**src/rtl/riscv_ctrl_pkg.sv**
```systemverilog
// Shared encodings for the multi-cycle RV32I controller: FSM states, opcodes,
// ALU operation classes, ALU control codes and datapath mux selects.
package riscv_ctrl_pkg;

   typedef enum logic [3:0] {
      S_FETCH    = 4'd0,
      S_DECODE   = 4'd1,
      S_MEMADR   = 4'd2,
      S_MEMREAD  = 4'd3,
      S_MEMWB    = 4'd4,
      S_MEMWRITE = 4'd5,
      S_EXECR    = 4'd6,
      S_ALUWB    = 4'd7,
      S_EXECI    = 4'd8,
      S_JAL      = 4'd9,
      S_BEQ      = 4'd10,
      S_TRAP     = 4'd11
   } state_t;

   localparam logic [6:0] OP_LW  = 7'b0000011;
   localparam logic [6:0] OP_SW  = 7'b0100011;
   localparam logic [6:0] OP_R   = 7'b0110011;
   localparam logic [6:0] OP_I   = 7'b0010011;
   localparam logic [6:0] OP_JAL = 7'b1101111;
   localparam logic [6:0] OP_BEQ = 7'b1100011;

   typedef enum logic [1:0] {
      ALUOP_ADD   = 2'b00,
      ALUOP_SUB   = 2'b01,
      ALUOP_FUNCT = 2'b10
   } aluop_t;

   localparam logic [2:0] ALU_ADD = 3'b000;
   localparam logic [2:0] ALU_SUB = 3'b001;
   localparam logic [2:0] ALU_AND = 3'b010;
   localparam logic [2:0] ALU_OR  = 3'b011;
   localparam logic [2:0] ALU_SLT = 3'b101;

   localparam logic [1:0] RES_ALUOUT = 2'b00;
   localparam logic [1:0] RES_DATA   = 2'b01;
   localparam logic [1:0] RES_ALU    = 2'b10;

   localparam logic [1:0] SRCA_PC    = 2'b00;
   localparam logic [1:0] SRCA_OLDPC = 2'b01;
   localparam logic [1:0] SRCA_RS1   = 2'b10;

   localparam logic [1:0] SRCB_RS2  = 2'b00;
   localparam logic [1:0] SRCB_IMM  = 2'b01;
   localparam logic [1:0] SRCB_FOUR = 2'b10;

   localparam logic [1:0] IMM_I = 2'b00;
   localparam logic [1:0] IMM_S = 2'b01;
   localparam logic [1:0] IMM_B = 2'b10;
   localparam logic [1:0] IMM_J = 2'b11;

   // Immediate format depends only on the opcode, never on the FSM state.
   function automatic logic [1:0] imm_src_of(input logic [6:0] op);
      case (op)
         OP_SW:   imm_src_of = IMM_S;
         OP_BEQ:  imm_src_of = IMM_B;
         OP_JAL:  imm_src_of = IMM_J;
         default: imm_src_of = IMM_I;
      endcase
   endfunction

endpackage

```
**src/rtl/alu_decoder.sv**
```systemverilog
// Combinational ALU decoder: maps the FSM's ALU operation class and the
// instruction function fields onto the ALU control code.
module alu_decoder
   import riscv_ctrl_pkg::*;
(
   input  aluop_t      aluop,
   input  logic [2:0]  funct3,
   input  logic        funct7b5,
   input  logic        op5,
   output logic [2:0]  alu_control
);

   always_comb begin
      alu_control = ALU_ADD;
      case (aluop)
         ALUOP_ADD: alu_control = ALU_ADD;
         ALUOP_SUB: alu_control = ALU_SUB;
         ALUOP_FUNCT: begin
            case (funct3)
               // op5 separates R-type from I-type: addi has no subtract form.
               3'b000:  alu_control = (funct7b5 & op5) ? ALU_SUB : ALU_ADD;
               3'b010:  alu_control = ALU_SLT;
               3'b110:  alu_control = ALU_OR;
               3'b111:  alu_control = ALU_AND;
               default: alu_control = ALU_ADD;
            endcase
         end
         default: alu_control = ALU_ADD;
      endcase
   end

endmodule

```
**src/rtl/multicycle_controller.sv**
```systemverilog
// Multi-cycle RV32I control FSM: sequences the shared ALU, the unified memory
// port and the register file for lw, sw, R/I-type ALU, beq and jal.
module multicycle_controller
   import riscv_ctrl_pkg::*;
#(
   parameter bit MEM_HANDSHAKE = 1'b1
) (
   input  logic        clk,
   input  logic        rst_n,
   input  logic [6:0]  op,
   input  logic [2:0]  funct3,
   input  logic        funct7b5,
   input  logic        zero,
   input  logic        mem_ready,
   output logic        mem_req,
   output logic        adr_src,
   output logic        mem_write,
   output logic        ir_write,
   output logic        pc_write,
   output logic        reg_write,
   output logic [1:0]  result_src,
   output logic [1:0]  alu_src_a,
   output logic [1:0]  alu_src_b,
   output logic [1:0]  imm_src,
   output logic [2:0]  alu_control,
   output logic        instr_done,
   output logic        illegal_op,
   output logic [3:0]  state_o
);

   // Memory handshake: mem_req is held (with address and mem_write stable)
   // for every cycle of a memory state; the access completes in the cycle
   // mem_ready is high, and only then does the FSM leave that state.
   state_t state, next_state;
   logic   rdy;
   aluop_t aluop;
   logic   mem_req_raw, mem_write_raw, ir_write_raw, reg_write_raw;
   logic   pc_update, branch, done_raw;

   assign rdy = MEM_HANDSHAKE ? mem_ready : 1'b1;

   always_ff @(posedge clk or negedge rst_n) begin
      if (!rst_n) begin
         state <= S_FETCH;
      end else begin
         state <= next_state;
      end
   end

   always_ff @(posedge clk or negedge rst_n) begin
      if (!rst_n) begin
         illegal_op <= 1'b0;
      end else if (state == S_DECODE && next_state == S_TRAP) begin
         illegal_op <= 1'b1;
      end
   end

   always_comb begin
      next_state = state;
      case (state)
         S_FETCH:    if (rdy) next_state = S_DECODE;
         S_DECODE: begin
            case (op)
               OP_LW, OP_SW: next_state = S_MEMADR;
               OP_R:         next_state = S_EXECR;
               OP_I:         next_state = S_EXECI;
               OP_JAL:       next_state = S_JAL;
               OP_BEQ:       next_state = S_BEQ;
               default:      next_state = S_TRAP;
            endcase
         end
         S_MEMADR:   next_state = op[5] ? S_MEMWRITE : S_MEMREAD;
         S_MEMREAD:  if (rdy) next_state = S_MEMWB;
         S_MEMWB:    next_state = S_FETCH;
         S_MEMWRITE: if (rdy) next_state = S_FETCH;
         S_EXECR:    next_state = S_ALUWB;
         S_EXECI:    next_state = S_ALUWB;
         S_ALUWB:    next_state = S_FETCH;
         S_JAL:      next_state = S_ALUWB;
         S_BEQ:      next_state = S_FETCH;
         S_TRAP:     next_state = S_TRAP;
         default:    next_state = S_FETCH;
      endcase
   end

   always_comb begin
      mem_req_raw   = 1'b0;
      mem_write_raw = 1'b0;
      ir_write_raw  = 1'b0;
      reg_write_raw = 1'b0;
      pc_update     = 1'b0;
      branch        = 1'b0;
      done_raw      = 1'b0;
      adr_src       = 1'b0;
      result_src    = RES_ALUOUT;
      alu_src_a     = SRCA_PC;
      alu_src_b     = SRCB_RS2;
      aluop         = ALUOP_ADD;
      case (state)
         S_FETCH: begin
            mem_req_raw  = 1'b1;
            alu_src_b    = SRCB_FOUR;
            result_src   = RES_ALU;
            ir_write_raw = rdy;
            pc_update    = rdy;
         end
         S_DECODE: begin
            alu_src_a = SRCA_OLDPC;
            alu_src_b = SRCB_IMM;
         end
         S_MEMADR: begin
            alu_src_a = SRCA_RS1;
            alu_src_b = SRCB_IMM;
         end
         S_MEMREAD: begin
            mem_req_raw = 1'b1;
            adr_src     = 1'b1;
         end
         S_MEMWB: begin
            result_src    = RES_DATA;
            reg_write_raw = 1'b1;
            done_raw      = 1'b1;
         end
         S_MEMWRITE: begin
            mem_req_raw   = 1'b1;
            adr_src       = 1'b1;
            mem_write_raw = 1'b1;
            done_raw      = rdy;
         end
         S_EXECR: begin
            alu_src_a = SRCA_RS1;
            aluop     = ALUOP_FUNCT;
         end
         S_EXECI: begin
            alu_src_a = SRCA_RS1;
            alu_src_b = SRCB_IMM;
            aluop     = ALUOP_FUNCT;
         end
         S_ALUWB: begin
            reg_write_raw = 1'b1;
            done_raw      = 1'b1;
         end
         S_JAL: begin
            // PC takes the target from ALUOut while the ALU forms the link value.
            alu_src_a = SRCA_OLDPC;
            alu_src_b = SRCB_FOUR;
            pc_update = 1'b1;
         end
         S_BEQ: begin
            alu_src_a = SRCA_RS1;
            aluop     = ALUOP_SUB;
            branch    = 1'b1;
            done_raw  = 1'b1;
         end
         default: ;
      endcase
   end

   // Reset masks every write strobe so an abandoned instruction leaves no trace.
   assign mem_req    = rst_n & mem_req_raw;
   assign mem_write  = rst_n & mem_write_raw;
   assign ir_write   = rst_n & ir_write_raw;
   assign reg_write  = rst_n & reg_write_raw;
   assign pc_write   = rst_n & (pc_update | (branch & zero));
   assign instr_done = rst_n & done_raw;
   assign imm_src    = imm_src_of(op);
   assign state_o    = state;

   alu_decoder u_alu_decoder (
      .aluop       (aluop),
      .funct3      (funct3),
      .funct7b5    (funct7b5),
      .op5         (op[5]),
      .alu_control (alu_control)
   );

endmodule

```
**config.mk**
```make
export PLATFORM = sky130hd
export DESIGN_NAME = multicycle_controller
export DESIGN_NICKNAME = d
export VERILOG_FILES = /design/src/rtl/riscv_ctrl_pkg.sv /design/src/rtl/alu_decoder.sv /design/src/rtl/multicycle_controller.sv
export SDC_FILE = /design/constraint.sdc
export NUM_CORES = 1
export LEC_CHECK = 0
export CORE_MARGIN = 2
export CORE_UTILIZATION = 38
export CTS_BUF_LIST = sky130_fd_sc_hd__clkbuf_8 sky130_fd_sc_hd__clkbuf_16
export CTS_CLUSTER_SIZE = 10
export DETAILED_ROUTE_END_ITERATION = 10
export PLACE_DENSITY = 0.8
export SYNTH_ARGS = -nofsm -noshare
export SYNTH_HDL_FRONTEND = slang
export SYNTH_SLANG_ARGS = --single-unit
export TNS_END_PERCENT = 50
```
**constraint.sdc**
```tcl
create_clock -name clk -period 2.32 [get_ports clk]
set_input_delay 0.348 -clock clk [delete_from_list [all_inputs] [get_ports clk]]
set_output_delay 0.348 -clock clk [all_outputs]
set_load 0.03 [all_outputs]
```
# Yosys cells after proc, flatten, opt, wreduce, memory -nomap -nowiden
# Index checks and enable logic that the tools add are counted.
[word_totals]
register_bits = 5
inputBits = 15
output_inout_bits = 23
elab_cells = 70
[classes]
n_eq_ne = 23
muxes = 22
n_bitwise = 9
reduce_logical = 14
[op_table]
columns = ["op", "count"]
rows = [
  ["one-hot mux 4 bit (7 select lines)", 1],
  ["equality test 4 bit, second input constant", 5],
  ["one-hot mux 4 bit (5 select lines)", 1],
  ["equality test 4 x 3 -> 1 bit, second input constant", 4],
  ["one-hot mux 2 bit (2 select lines)", 4],
  ["equality test 7 x 6 -> 1 bit, second input constant", 2],
  ["equality test 7 bit, second input constant", 2],
  ["two-way mux 4 bit", 3],
  ["one-hot mux 3 bit (4 select lines)", 1],
  ["OR reduction 2 bit", 6],
  ["OR reduction 3 bit", 4],
  ["bitwise AND 1 bit", 8],
  ["equality test 4 x 2 -> 1 bit, second input constant", 2],
  ["equality test 7 x 2 -> 1 bit, second input constant", 1],
  ["equality test 7 x 5 -> 1 bit, second input constant", 1],
  ["two-way mux 1 bit", 7],
  ["equality test 3 bit, second input constant", 2],
  ["one-hot mux 2 bit (3 select lines)", 1],
  ["one-hot mux 3 bit (2 select lines)", 1],
  ["equality test 4 x 1 -> 1 bit, second input constant", 1],
  ["zero test 4 bit", 1],
  ["one-hot mux 1 bit (2 select lines)", 2],
  ["OR reduction 4 bit", 1],
  ["equality test 3 x 2 -> 1 bit, second input constant", 1],
  ["other kinds (6)", 6],
]

# Longest topological paths before layout
[depth]
depth_word = 6
mapped_depth = 9
depth_no_buf = 8

# Hierarchy
# A second synthesis with hierarchy kept.
[hier_totals]
cells_unflattened = 106
hier_area_um2 = 819.5
[modules_own_cells]
columns = ["mod", "instances", "cells_per_inst", "area_each_um2", "seq_area_each_um2"]
rows = [
  ["multicycle_controller", 1, 95, 723.2, 125.1],
  ["alu_decoder", 1, 11, 96.3, 0.0],
]

# Worst setup path before layout
# OpenSTA, ideal clock, no wires.
[synth_path]
path_kind = "reg-to-output"
from = "reg state[3] (netlist: state_o[3])"
to = "out alu_control[2]"
arrival_time_ns = 2.453
required_time_ns = 1.972
slack_ns = -0.481
path_stages_with_launch = 7
cell_sequence = "dfrtp_1 buf_2 clkbuf_1 nand3b_1 a21oi_1 ha_1 nor4_1"
[synth_via]
elab_chain_cells = 5
[synth_rtl]
columns = ["element", "line", "text"]
rows = [
  ["start: declaration", "multicycle_controller.sv:34", "state_t state, next_state;"],
  ["start signal: assignment", "multicycle_controller.sv:46", "state <= next_state;"],
  ["equality test 4 bit / equality test 4 x 3 -> 1 bit (equally long branches)", "multicycle_controller.sv:99", "case (state)"],
  ["OR reduction 2 bit (no source line)", "-", ""],
  ["one-hot mux 2 bit (2 select lines) *", "multicycle_controller.sv:99", ""],
  ["equality test 2 bit / equality test 2 x 1 -> 1 bit (equally long branches)", "alu_decoder.sv:15", "case (aluop)"],
  ["one-hot mux 3 bit (2 select lines) *", "alu_decoder.sv:15", ""],
  ["end: declaration", "multicycle_controller.sv:25", "output logic [2:0] alu_control,"],
]
# Every way passes the cells marked *; elsewhere a longest branch is shown, timed or not.

# Worst setup path after layout
[layout_path]
from = "reg state[1] (netlist: state_o[1])"
to = "out alu_control[0]"
# Same word-level chain as after synthesis.

==> impl_metrics.toml <==
[run_status]
outcome = "completed"

[final_layout]
antenna-diode-count = 0
fill_cells = 141
area.growth.synth_to_final_pct = 83.4
layout_commonest_cell = "clkdlybuf4s50_1"
multiInputGateArea_um2 = 553
post-route-cell-area_um2 = 1240
post_route_cells_drive_above_1_share_pct = 25.9
sequential_cell_area_um2 = 131
fin_nets = 165
layout.cells.most_common_list = "clkdlybuf4s50_1, buf_4, nor2_1, nand2_1, a21oi_1"
final_core_util_pct = 72.7

[cts]
cts_max_level = 1
master_cell_of_the_clock_root_buffer = "clkbuf_8"
cts.sink_count = 5
ctsLongestPathBuffers = 2
hold_fix_buffer_count_after_cts = 0
clkTransAtPathRegs_ps = 40
clkLatencyLatePin_ps = 220
number_of_buffers_inserted_during_clock_tree_synthesis = 3
tritoncts = "yes"

[worst_setup_path]
cp_startpoint_kind = "flop"
end_kind = "output pin"
reg2reg_depth = 4
worstReg2RegStart = "state_o[1]$_DFF_PN0_"
r2r-end = "state_o[2]$_DFF_PN0_"
cp_top_family = "simple AND/OR/NAND/NOR gates"
cp_slowest_stage_delay_ps = 550
cell_chain_of_the_critical_path = "nor2b_4, nand2_1, a21oi_2, ha_2, nand3_1, nor3_2, nor3_1, nor2_1, buf_4"
critical_path.n_buffers_inverters = 1
timing.setup.critical_path_class = "reg -> out"
crit_arrival_ps = 1910
critPathSlowestCell = "dfrtp_4"
worstPathRequired_ps = 1970
timing.reg2reg.setup_slack_ps = 720
crit_fanout = 12

[power_and_ir_drop]
power_per_cell_area_nw_per_um2 = 1280
leak_uw = 0.000560
max-vdd-ir-drop_mv = 1.03

[routing]
wl_per_cell_um = 13.3
routed_via_density = 5.37
detailedRoute.firstPassIterationCount = 4
wirelength_mm = 2.28
initialDrtViolationCount = 16
detailroute.via_count = 923
drcViolationCount = 0
antenna_left = 0

[timing]
finalCritPeriodShare_pct = 97.2
setup_viol_count_final = 0
fin_skew_ps = 2.38
report.final.slew_viol_count = 0
worst_hold_slack_ps = 475
tightest_slew_ps = 470
finalCriticalPeriod_ps = 2260
grt_setup_unrepaired = "true"
timing.slew.headroom_pct = 68.4
max_clock_freq_mhz = 443
timing_hold_violations_final = 0

[yosys]
synth_flop_cell = "dfrtp_1"
synthArstFlopShare_pct = 100
syn_inst = 98
post_synth_num_cell_types = 36
netlist_area_before_placement_um2 = 677
synth_edf_count = 0
synthesized_area_divided_by_synthesized_cell_count_um2 = 6.91
seq_area_frac_synth_pct = 18.5
mappedNetlistNets = 115
synth_warnings = 0
yosys_register_bits = 5

[global_routing]
gr-total-overflow = 0
grt_antenna_before_repair = 0
first_global_vias = 787
grt.total_usage_pct = 21.4
global_route_wire_length_before_repair_mm = 3.35
grt_max_degree = 22

[die]
die_height_um = 46.2
floorplan.initialDensity_pct = 39.6
rows = 15
placeableCoreArea_um2 = 1710
io-pin-count = 38
fp.dieW_um = 46.2
design.die.area_um2 = 2130

[min_path]
hold_path_end = "illegal_op$_DFFE_PN0P_"
worstHoldStart = "illegal_op$_DFFE_PN0P_"
min-delay-path-class = "reg -> reg"
hold_depth = 1

[placement]
routabilityCongestion = 0.851
placed_area_um2 = 1140
dp.final_hpwl_mm = 1.71
io_buffers = 37

[job]
maxCapViolations = 0
## metal layers
layer  global-route usage [%]  wire (um)  up-vias  share of wire [%]
met4                     3.43         16        0               0.70
li1                         -          -      458                  -
met3                     3.53        129        2                5.6
met5                        0          0        -                  0
met1                     27.1        990      426                 43
met2                     38.1       1150       37                 50
## registers in the layout, summed over array words and instances (netlist names)
signal and count:
illegal_op 1, state_o 4
## synthesized netlist by cell type, types with 2 or more instances
cell type,count,area (um2)
o21bai_1,2,15.0
nand3b_1,2,15.0
nand3_1,3,15.0
a211o_1,2,17.5
nor2b_1,6,37.5
dfrtp_1,5,125
nand2b_1,3,18.8
ha_1,2,25.0
o21ai_0,6,30.0
a21oi_1,8,40.0
nor3_1,6,30.0
nor4_1,2,12.5
inv_1,5,18.8
nand2_1,10,37.5
nor2_1,10,37.5
buf_2,5,25.0
and3_1,2,12.5
## how the worst max path moves through the flow
stage / from / to / slack [ps] / cells after the start
floorplan: state_o[3]$_DFF_PN0_ / alu_control[0] / -110 / 9
global placement: state_o[1]$_DFF_PN0_ / alu_control[0] / 160 / 9
detailed placement: state_o[1]$_DFF_PN0_ / alu_control[0] / 80 / 9
CTS: state_o[1]$_DFF_PN0_ / alu_control[0] / 5 / 9
global route: state_o[1]$_DFF_PN0_ / alu_control[0] / -50 / 9
finish: state_o[1]$_DFF_PN0_ / alu_control[0] / 60 / 9
## report_power, final
group          internal [uW]  switching [uW]
Sequential               130             106
Combinational            540             664
Clock                    113            39.1
Total                    783             808
## area by class of cell
class	count	area share, %
multi-input combinational	82	44.6
timing repair buffer	51	37.2
sequential	5	10.6
clock buffer	3	3.33
tap	25	2.52
inverter	5	1.51
clock inverter	1	0.302
## cell families (layout without fill, tap and decap cells)
kind of cell	count (synthesis)	in the layout	share of synthesized area, %
AND/OR/NAND/NOR	49	49	39.6
AO/OA/AOI/OAI	29	29	28.7
buffers and inverters	11	60	7.02
flip-flops	5	5	18.5
adder cells (fa/ha/maj)	2	2	3.70
XOR/XNOR	2	2	2.59
## repair_timing
item | CTS | global route
buffers inserted | 0 | 3
cloned | 0 | 0
resized for setup | 5 | 8
setup endpoints to repair | 8 | 5
## stage by stage
| step | setup WS [ps] | total power, uW | instances | setup TNS, ps |
|---|---|---|---|---|
| after floorplan | -113 | 927 | 98 | -139 |
| after global placement | 161 | 1350 | 165 | 0 |
| after detailed placement | 76.8 | 1360 | 165 | 0 |
| after CTS | 4.90 | 1540 | 169 | 0 |
| after global routing | -49.7 | 1710 | 172 | -49.7 |
| final | 64.7 | 1590 | 172 | 0 |
## worst register-to-register path, delay by kind of cell (launching register included)
kind / cells / cell delay (ps)
simple gates: 3 / 760
compound gates: 1 / 190
flops: 1 / 550
Power figures use the tool's default switching activity.
